## src/rtl/booth_pkg.sv

```systemverilog
// Shared types and default widths for the Booth multiplier issue/collect sequencer.
// Used by the RTL and by benches that build operand records.
package booth_pkg;

    localparam int X_DEF     = 32;
    localparam int Y_DEF     = 32;
    localparam int TAG_W_DEF = 4;
    localparam int WD_MARGIN = 16;

    typedef enum logic [2:0] {
        RST_MUL,
        IDLE,
        LOAD,
        WAIT_LO,
        WAIT_HI
    } issue_state_t;

    typedef struct packed {
        logic [X_DEF-1:0]     m;
        logic [Y_DEF-1:0]     r;
        logic [TAG_W_DEF-1:0] tag;
    } booth_op_t;

endpackage

```

## src/rtl/booth_issue_if.sv

```systemverilog
// Bundle of the operand stream, result stream and multiplier-side signals of booth_issue.
// slave is the sequencer's view; master is the view of whoever surrounds it.
interface booth_issue_if #(
    parameter int X     = 32,
    parameter int Y     = 32,
    parameter int TAG_W = 4
);
    logic             in_valid;
    logic             in_ready;
    logic [X-1:0]     in_m;
    logic [Y-1:0]     in_r;
    logic [TAG_W-1:0] in_tag;

    logic             out_valid;
    logic             out_ready;
    logic [X+Y-1:0]   out_product;
    logic [TAG_W-1:0] out_tag;
    logic             out_err;

    logic [X-1:0]     mul_m;
    logic [Y-1:0]     mul_r;
    logic             mul_load;
    logic             mul_reset;
    logic [X+Y-1:0]   mul_product;
    logic             mul_done;

    logic             busy;

    modport slave (
        input  in_valid, in_m, in_r, in_tag, out_ready, mul_product, mul_done,
        output in_ready, out_valid, out_product, out_tag, out_err,
        output mul_m, mul_r, mul_load, mul_reset, busy
    );

    modport master (
        output in_valid, in_m, in_r, in_tag, out_ready, mul_product, mul_done,
        input  in_ready, out_valid, out_product, out_tag, out_err,
        input  mul_m, mul_r, mul_load, mul_reset, busy
    );

endinterface

```

## src/rtl/booth_op_fifo.sv

```systemverilog
// Small operand FIFO: register-array storage, combinational head read,
// read/write pointers carrying an extra wrap bit to tell full from empty.
module booth_op_fifo #(
    parameter int DEPTH = 4,
    parameter int W     = 8
) (
    input  logic         clk,
    input  logic         reset,
    input  logic         push,
    input  logic [W-1:0] push_data,
    input  logic         pop,
    output logic [W-1:0] pop_data,
    output logic         full,
    output logic         empty
);
    localparam int AW = $clog2(DEPTH);

    logic [AW:0]  wr_ptr_q, wr_ptr_d;
    logic [AW:0]  rd_ptr_q, rd_ptr_d;
    logic [W-1:0] mem [DEPTH];
    logic         do_push, do_pop;

    assign empty   = (wr_ptr_q == rd_ptr_q);
    assign full    = (wr_ptr_q[AW] != rd_ptr_q[AW]) &&
                     (wr_ptr_q[AW-1:0] == rd_ptr_q[AW-1:0]);
    assign do_push = push && !full;
    assign do_pop  = pop && !empty;

    always_comb begin
        wr_ptr_d = wr_ptr_q;
        rd_ptr_d = rd_ptr_q;
        if (do_push) begin
            wr_ptr_d = wr_ptr_q + 1'b1;
        end
        if (do_pop) begin
            rd_ptr_d = rd_ptr_q + 1'b1;
        end
    end

    always_ff @(posedge clk or posedge reset) begin
        if (reset) begin
            wr_ptr_q <= '0;
            rd_ptr_q <= '0;
        end else begin
            wr_ptr_q <= wr_ptr_d;
            rd_ptr_q <= rd_ptr_d;
        end
    end

    // Storage carries no reset; only the pointers define which entries are live.
    always_ff @(posedge clk) begin
        if (do_push) begin
            mem[wr_ptr_q[AW-1:0]] <= push_data;
        end
    end

    assign pop_data = mem[rd_ptr_q[AW-1:0]];

endmodule

```

## src/rtl/booth_issue.sv

```systemverilog
// Issue/collect sequencer around a Booth FSM multiplier: queues tagged operands,
// launches one multiplication at a time, returns tagged products, recovers from hangs.
module booth_issue
    import booth_pkg::*;
#(
    parameter int X      = X_DEF,
    parameter int Y      = Y_DEF,
    parameter int DEPTH  = 4,
    parameter int TAG_W  = TAG_W_DEF,
    parameter int WD_CYC = Y + WD_MARGIN
) (
    input  logic         clk,
    input  logic         reset,
    booth_issue_if.slave bus
);
    localparam int WD_W = $clog2(WD_CYC + 1);
    localparam int OP_W = X + Y + TAG_W;

    typedef struct packed {
        logic [X-1:0]     m;
        logic [Y-1:0]     r;
        logic [TAG_W-1:0] tag;
    } op_t;

    issue_state_t     state_q, state_d;
    logic [WD_W-1:0]  wd_q, wd_d;
    logic [X-1:0]     mul_m_q, mul_m_d;
    logic [Y-1:0]     mul_r_q, mul_r_d;
    logic [TAG_W-1:0] tag_q, tag_d;
    logic             out_valid_q, out_valid_d;
    logic             out_err_q, out_err_d;
    logic [X+Y-1:0]   out_product_q, out_product_d;
    logic [TAG_W-1:0] out_tag_q, out_tag_d;

    op_t              push_op, pop_op;
    logic [OP_W-1:0]  pop_raw;
    logic             fifo_push, fifo_pop, fifo_full, fifo_empty;
    logic             out_free, wd_expired;

    assign push_op   = '{m: bus.in_m, r: bus.in_r, tag: bus.in_tag};
    assign pop_op    = op_t'(pop_raw);
    assign fifo_push = bus.in_valid && !fifo_full;

    booth_op_fifo #(
        .DEPTH (DEPTH),
        .W     (OP_W)
    ) u_fifo (
        .clk       (clk),
        .reset     (reset),
        .push      (fifo_push),
        .push_data (push_op),
        .pop       (fifo_pop),
        .pop_data  (pop_raw),
        .full      (fifo_full),
        .empty     (fifo_empty)
    );

    assign out_free   = !out_valid_q || bus.out_ready;
    assign wd_expired = (wd_q == WD_W'(WD_CYC));

    always_comb begin
        state_d       = state_q;
        wd_d          = wd_q;
        mul_m_d       = mul_m_q;
        mul_r_d       = mul_r_q;
        tag_d         = tag_q;
        out_valid_d   = out_valid_q;
        out_err_d     = out_err_q;
        out_product_d = out_product_q;
        out_tag_d     = out_tag_q;
        fifo_pop      = 1'b0;

        if (out_valid_q && bus.out_ready) begin
            out_valid_d = 1'b0;
        end

        case (state_q)
            RST_MUL: begin
                state_d = IDLE;
            end
            IDLE: begin
                // Only launch when the result slot is guaranteed free at completion.
                if (!fifo_empty && out_free) begin
                    fifo_pop = 1'b1;
                    mul_m_d  = pop_op.m;
                    mul_r_d  = pop_op.r;
                    tag_d    = pop_op.tag;
                    wd_d     = '0;
                    state_d  = LOAD;
                end
            end
            LOAD: begin
                state_d = WAIT_LO;
            end
            WAIT_LO: begin
                // done is still high from the previous operation; wait for it to drop.
                wd_d = wd_q + 1'b1;
                if (!bus.mul_done) begin
                    state_d = WAIT_HI;
                end else if (wd_expired) begin
                    out_valid_d   = 1'b1;
                    out_err_d     = 1'b1;
                    out_product_d = '0;
                    out_tag_d     = tag_q;
                    state_d       = RST_MUL;
                end
            end
            WAIT_HI: begin
                wd_d = wd_q + 1'b1;
                if (bus.mul_done) begin
                    out_valid_d   = 1'b1;
                    out_err_d     = 1'b0;
                    out_product_d = bus.mul_product;
                    out_tag_d     = tag_q;
                    state_d       = IDLE;
                end else if (wd_expired) begin
                    out_valid_d   = 1'b1;
                    out_err_d     = 1'b1;
                    out_product_d = '0;
                    out_tag_d     = tag_q;
                    state_d       = RST_MUL;
                end
            end
            default: begin
                state_d = RST_MUL;
            end
        endcase
    end

    always_ff @(posedge clk or posedge reset) begin
        if (reset) begin
            state_q       <= RST_MUL;
            wd_q          <= '0;
            mul_m_q       <= '0;
            mul_r_q       <= '0;
            tag_q         <= '0;
            out_valid_q   <= 1'b0;
            out_err_q     <= 1'b0;
            out_product_q <= '0;
            out_tag_q     <= '0;
        end else begin
            state_q       <= state_d;
            wd_q          <= wd_d;
            mul_m_q       <= mul_m_d;
            mul_r_q       <= mul_r_d;
            tag_q         <= tag_d;
            out_valid_q   <= out_valid_d;
            out_err_q     <= out_err_d;
            out_product_q <= out_product_d;
            out_tag_q     <= out_tag_d;
        end
    end

    assign bus.in_ready    = !fifo_full;
    assign bus.out_valid   = out_valid_q;
    assign bus.out_err     = out_err_q;
    assign bus.out_product = out_product_q;
    assign bus.out_tag     = out_tag_q;
    assign bus.mul_m       = mul_m_q;
    assign bus.mul_r       = mul_r_q;
    assign bus.mul_load    = (state_q == LOAD);
    // RST_MUL is the reset state, so the multiplier reset follows the async reset directly.
    assign bus.mul_reset   = (state_q == RST_MUL);
    assign bus.busy        = ((state_q != IDLE) && (state_q != RST_MUL)) || !fifo_empty;

endmodule

```

## src/flat_wrapper.sv

```systemverilog
// flat-port wrapper written by rule: the top's interface ports become plain ports
module booth_issue_flat import booth_pkg::*;
#(
    parameter int X      = X_DEF,
    parameter int Y      = Y_DEF,
    parameter int DEPTH  = 4,
    parameter int TAG_W  = TAG_W_DEF,
    parameter int WD_CYC = Y + WD_MARGIN
)
  (clk, reset, bus_in_valid, bus_in_m, bus_in_r, bus_in_tag, bus_out_ready, bus_mul_product, bus_mul_done, bus_in_ready, bus_out_valid, bus_out_product, bus_out_tag, bus_out_err, bus_mul_m, bus_mul_r, bus_mul_load, bus_mul_reset, bus_busy);
  booth_issue_if #(.X(X), .Y(Y), .TAG_W(TAG_W)) bus_i ();
  input  logic clk;
  input  logic reset;
  input wire logic [$bits(bus_i.in_valid)-1:0] bus_in_valid;
  input wire logic [$bits(bus_i.in_m)-1:0] bus_in_m;
  input wire logic [$bits(bus_i.in_r)-1:0] bus_in_r;
  input wire logic [$bits(bus_i.in_tag)-1:0] bus_in_tag;
  input wire logic [$bits(bus_i.out_ready)-1:0] bus_out_ready;
  input wire logic [$bits(bus_i.mul_product)-1:0] bus_mul_product;
  input wire logic [$bits(bus_i.mul_done)-1:0] bus_mul_done;
  output wire logic [$bits(bus_i.in_ready)-1:0] bus_in_ready;
  output wire logic [$bits(bus_i.out_valid)-1:0] bus_out_valid;
  output wire logic [$bits(bus_i.out_product)-1:0] bus_out_product;
  output wire logic [$bits(bus_i.out_tag)-1:0] bus_out_tag;
  output wire logic [$bits(bus_i.out_err)-1:0] bus_out_err;
  output wire logic [$bits(bus_i.mul_m)-1:0] bus_mul_m;
  output wire logic [$bits(bus_i.mul_r)-1:0] bus_mul_r;
  output wire logic [$bits(bus_i.mul_load)-1:0] bus_mul_load;
  output wire logic [$bits(bus_i.mul_reset)-1:0] bus_mul_reset;
  output wire logic [$bits(bus_i.busy)-1:0] bus_busy;
  assign bus_i.in_valid = bus_in_valid;
  assign bus_i.in_m = bus_in_m;
  assign bus_i.in_r = bus_in_r;
  assign bus_i.in_tag = bus_in_tag;
  assign bus_i.out_ready = bus_out_ready;
  assign bus_i.mul_product = bus_mul_product;
  assign bus_i.mul_done = bus_mul_done;
  assign bus_in_ready = bus_i.in_ready;
  assign bus_out_valid = bus_i.out_valid;
  assign bus_out_product = bus_i.out_product;
  assign bus_out_tag = bus_i.out_tag;
  assign bus_out_err = bus_i.out_err;
  assign bus_mul_m = bus_i.mul_m;
  assign bus_mul_r = bus_i.mul_r;
  assign bus_mul_load = bus_i.mul_load;
  assign bus_mul_reset = bus_i.mul_reset;
  assign bus_busy = bus_i.busy;
  booth_issue #(.X(X), .Y(Y), .DEPTH(DEPTH), .TAG_W(TAG_W), .WD_CYC(WD_CYC)) u_core (.clk(clk), .reset(reset), .bus(bus_i));
endmodule
```

## config.mk

```make
export PLATFORM = sky130hd
export DESIGN_NAME = booth_issue_flat
export DESIGN_NICKNAME = d
export VERILOG_FILES = /design/src/rtl/booth_pkg.sv /design/src/rtl/booth_issue_if.sv /design/src/rtl/booth_op_fifo.sv /design/src/rtl/booth_issue.sv /design/src/flat_wrapper.sv
export SDC_FILE = /design/constraint.sdc
export NUM_CORES = 1
export LEC_CHECK = 0
export ABC_AREA = 1
export CORE_AREA = 2 2 196 198
export CTS_CLUSTER_SIZE = 25
export DETAILED_ROUTE_END_ITERATION = 10
export DIE_AREA = 0 0 198 200
export PLACE_DENSITY = 0.71
export SLEW_MARGIN = 30
export SYNTH_ARGS = -nofsm -noshare
export SYNTH_HDL_FRONTEND = slang
export SYNTH_HIERARCHICAL = 1
export SYNTH_SLANG_ARGS = --single-unit
```

## constraint.sdc

```tcl
create_clock -name clk -period 5 [get_ports clk]
set_input_delay 1 -clock clk [delete_from_list [all_inputs] [get_ports clk]]
set_output_delay 1 -clock clk [all_outputs]
set_load 0.005 [all_outputs]
```

==> impl_metrics.tcl <==
set metrics [dict create \
    place.gp.congestion 0.7631 \
    fin_setup_tns_ns 0 \
    worst_pin_slew_ns 0.8670 \
    crit_path_start_kind "register" \
    power_leakage_uw 0.008865 \
    max_clock_freq_mhz 280.5 \
    synthesis.nets 1645 \
    num_io_pins 275 \
    antenna_found_initial 6 \
    num_vias 11590 \
    initial_core_util_pct 44.71 \
    syn_area_um2 16720 \
    finalHoldViolations 0 \
    drc 0 \
    slowest_stage "dfrtp_4" \
    finalMaxSlewViolations 0 \
    final_cell_mix "nand2_1, clkdlybuf4s50_1, edfxtp_1" \
    max_stage_delay_ns 0.92 \
    rsz0062_at_grt "no" \
    crit_path_start "u_core/u_fifo/rd_ptr_q[0]" \
    seq_area_frac_synth_pct 71.74 \
    reg2reg_from "u_core/u_fifo/rd_ptr_q[0]" \
    synthDistinctLibCells 27 \
    finalCriticalPeriod_ns 3.565 \
    worstPathMaxFanout 66 \
    drt_iter0_markers 600 \
    fin_util_pct 57.05 \
    final_common_cell "nand2_1" \
    nets 1905 \
    grt_max_degree 95 \
    maxCapViolations 0 \
    ys_ff_latch 425 \
    yosysTopAreaCellShare_pct 48.84 \
    dr.pass1.iters 5 \
    port_buffers 274 \
    cts_resized 0 \
    cts_tree "yes" \
    finalSetupViolCount 0 \
    layout-drive-gt1-share_pct 5.954 \
    fill_cells 3070 \
    r2r_slack_ns 1.81 \
    dieArea_um2 39600 \
    grt_overflow 0 \
    p_total_uw 13290 \
    fp-row-count 71 \
    worstPathRequired_ns 4.00 \
    die_h_um 200 \
    cts-root-buf "clkbuf_16" \
    cts_max_path_buffers 3 \
    avgSynthCellArea_um2 11.14 \
    synth_cells 1501 \
    critPathKind "register to output pin" \
    htreeDepth 2 \
    skew_ns 0.01233 \
    holdPathStages 2 \
    worst-path-buf-inv 2 \
    ys_warn_count 6 \
    vias_per_cell 5.017 \
    hold_buffers 0 \
    syn2layout_area_growth_pct 27.59 \
    grt_pass1_wl_um 63220 \
    arrival_ns 2.56 \
    maxSlewHeadroom_pct 42.20 \
    ff2ff_path_depth 7 \
    path_clk_slew_ns 0.06 \
    track_usage_pct 20.78 \
    synth_top_area_cell "edfxtp_1" \
    hold_path_class "register to register" \
    clkLatencyLatePin_ns 0.57 \
    cts_buffers 44 \
    worstHoldStart "u_core/bus.mul_m[16]" \
    grt_pass1_vias 11390 \
    preCtsSetupSlack_ns 1.517 \
    clock-sinks 425 \
    hold_path_end "u_core/bus.mul_m[16]" \
    dp_hpwl_um 23800 \
    layout_setup_ws_ns 1.435 \
    fin_crit_sh_pct 71.30 \
    critPathCaptureType "output pin" \
    ant_nets 0 \
    ir_worst_vdd_v 0.0003065 \
    routed_wl_um 40940 \
    regToRegEndpoint "u_core/u_fifo/mem[0][48]" \
    wl_per_cell_um 17.72 \
    die_x_um 198 \
    cp_top_family "flip-flops" \
    synthTopCellsByArea "edfxtp_1, dfrtp_1, nand2_1, nor2_1, o22ai_1" \
    status "finished clean" \
    core-area_um2 37400 \
    cts_setup_buffers 0 \
    powerDensity_nw_per_um2 622.8 \
    path_cells "xnor2_2 > nand3_2 > inv_1 > nand2_1 > clkdlybuf4s50_1" \
]
## worst register-to-register path: stages, from the launching register on
cell     delay (ns)
dfrtp_4        0.92
xnor2_2        0.18
nand3_2        0.16
inv_1          0.07
nor2_1         0.26
nand2_2        0.21
nor2_4         0.58
buf_12         0.40
## cell usage after synthesis
master and count:
nor3_1 1, nand4_1 1, a21oi_1 5, nand2_1 511, nand2_2 2, buf_2 27
xor2_1 1, clkbuf_1 22, nor2_1 148, clkbuf_2 3, o21ai_1 64, nand3_2 3
buf_1 3, o22ai_1 68, nor2_4 1, ha_1 7, inv_2 3, edfxtp_1 272
xnor2_2 1, nand3_1 18, buf_6 16, or2_2 1, dfrtp_1 153, inv_1 86
buf_4 7, o21ai_4 1, o21ai_0 76
## sequential cells by signal, summed over array words and instances, names as in the netlist
register	count
u_core/bus.mul_m	32
u_core/bus.mul_r	32
u_core/bus.out_err	1
u_core/bus.out_product	64
u_core/bus.out_tag	4
u_core/bus.out_valid	1
u_core/state_q	3
u_core/tag_q	4
u_core/u_fifo/mem	272
u_core/u_fifo/rd_ptr_q	3
u_core/u_fifo/wr_ptr_q	3
u_core/wd_q	6
## area by class of cell
type | count | area, µm² | area share [%]
tap | 511 | 639.4 | 2.997
multi-input combinational | 909 | 3938 | 18.46
sequential | 425 | 12000 | 56.25
clock inverter | 32 | 296.5 | 1.390
timing repair buffer | 292 | 2932 | 13.74
inverter | 89 | 347.8 | 1.630
antenna | 2 | 5.005 | 0.02346
clock buffer | 50 | 1176 | 5.513
## stage by stage
stage               hold slack (ns)  area (µm²)  std cells
floorplan                    0.4425       16720       1501
global placement             0.4532       19850       2226
detailed placement           0.4588       19850       2226
CTS                          0.4728       21320       2308
global route                 0.4950       21330       2309
finish                       0.4709       21340       2310
## report_power, final
group	total (µW)	switching, µW	internal [µW]	leakage [µW]
logic	4490	2560	1920	0.00381
clock network	3310	1360	1950	0.000726
registers	5490	584	4910	0.00432
total	13300	4510	8780	0.00886
## metal layers
metal	track usage (%)	up-vias	share of wire, %
met5	0	-	0.12
met4	6.934	8	2.4
met3	6.468	75	8.9
met2	33.37	379	46
met1	27.02	5596	43
li1	-	5531	-
## logic make-up (layout without fill, tap and decap cells)
group | count (synthesis) | in the layout | share of synthesized area [%]
AOI/OAI and AO/OA | 214 | 214 | 6.981
xor gates and xnor gates | 2 | 2 | 0.1497
adders and majority gates | 7 | 7 | 0.5237
buffers and inverters | 167 | 463 | 4.848
DFF | 425 | 425 | 71.74
other | 0 | 2 | 0
and+or+nand+nor | 686 | 686 | 15.76
## worst max-delay path by stage
| stage | slack [ns] | cells past startpoint | end |
|---|---|---|---|
| 6_report | 1.44 | 5 | bus_busy |
| 4_1_cts | 1.39 | 5 | bus_busy |
| 2_1_floorplan | 0.05 | 1 | u_core/bus.mul_m[0] |
| 3_5_place_dp | 1.52 | 7 | u_core/bus.out_product[23] |
| 5_1_grt | 1.30 | 5 | bus_busy |
| 3_3_place_gp | 1.61 | 5 | u_core/bus.out_product[23] |
Note: power is estimated with default switching activity, not from simulation.
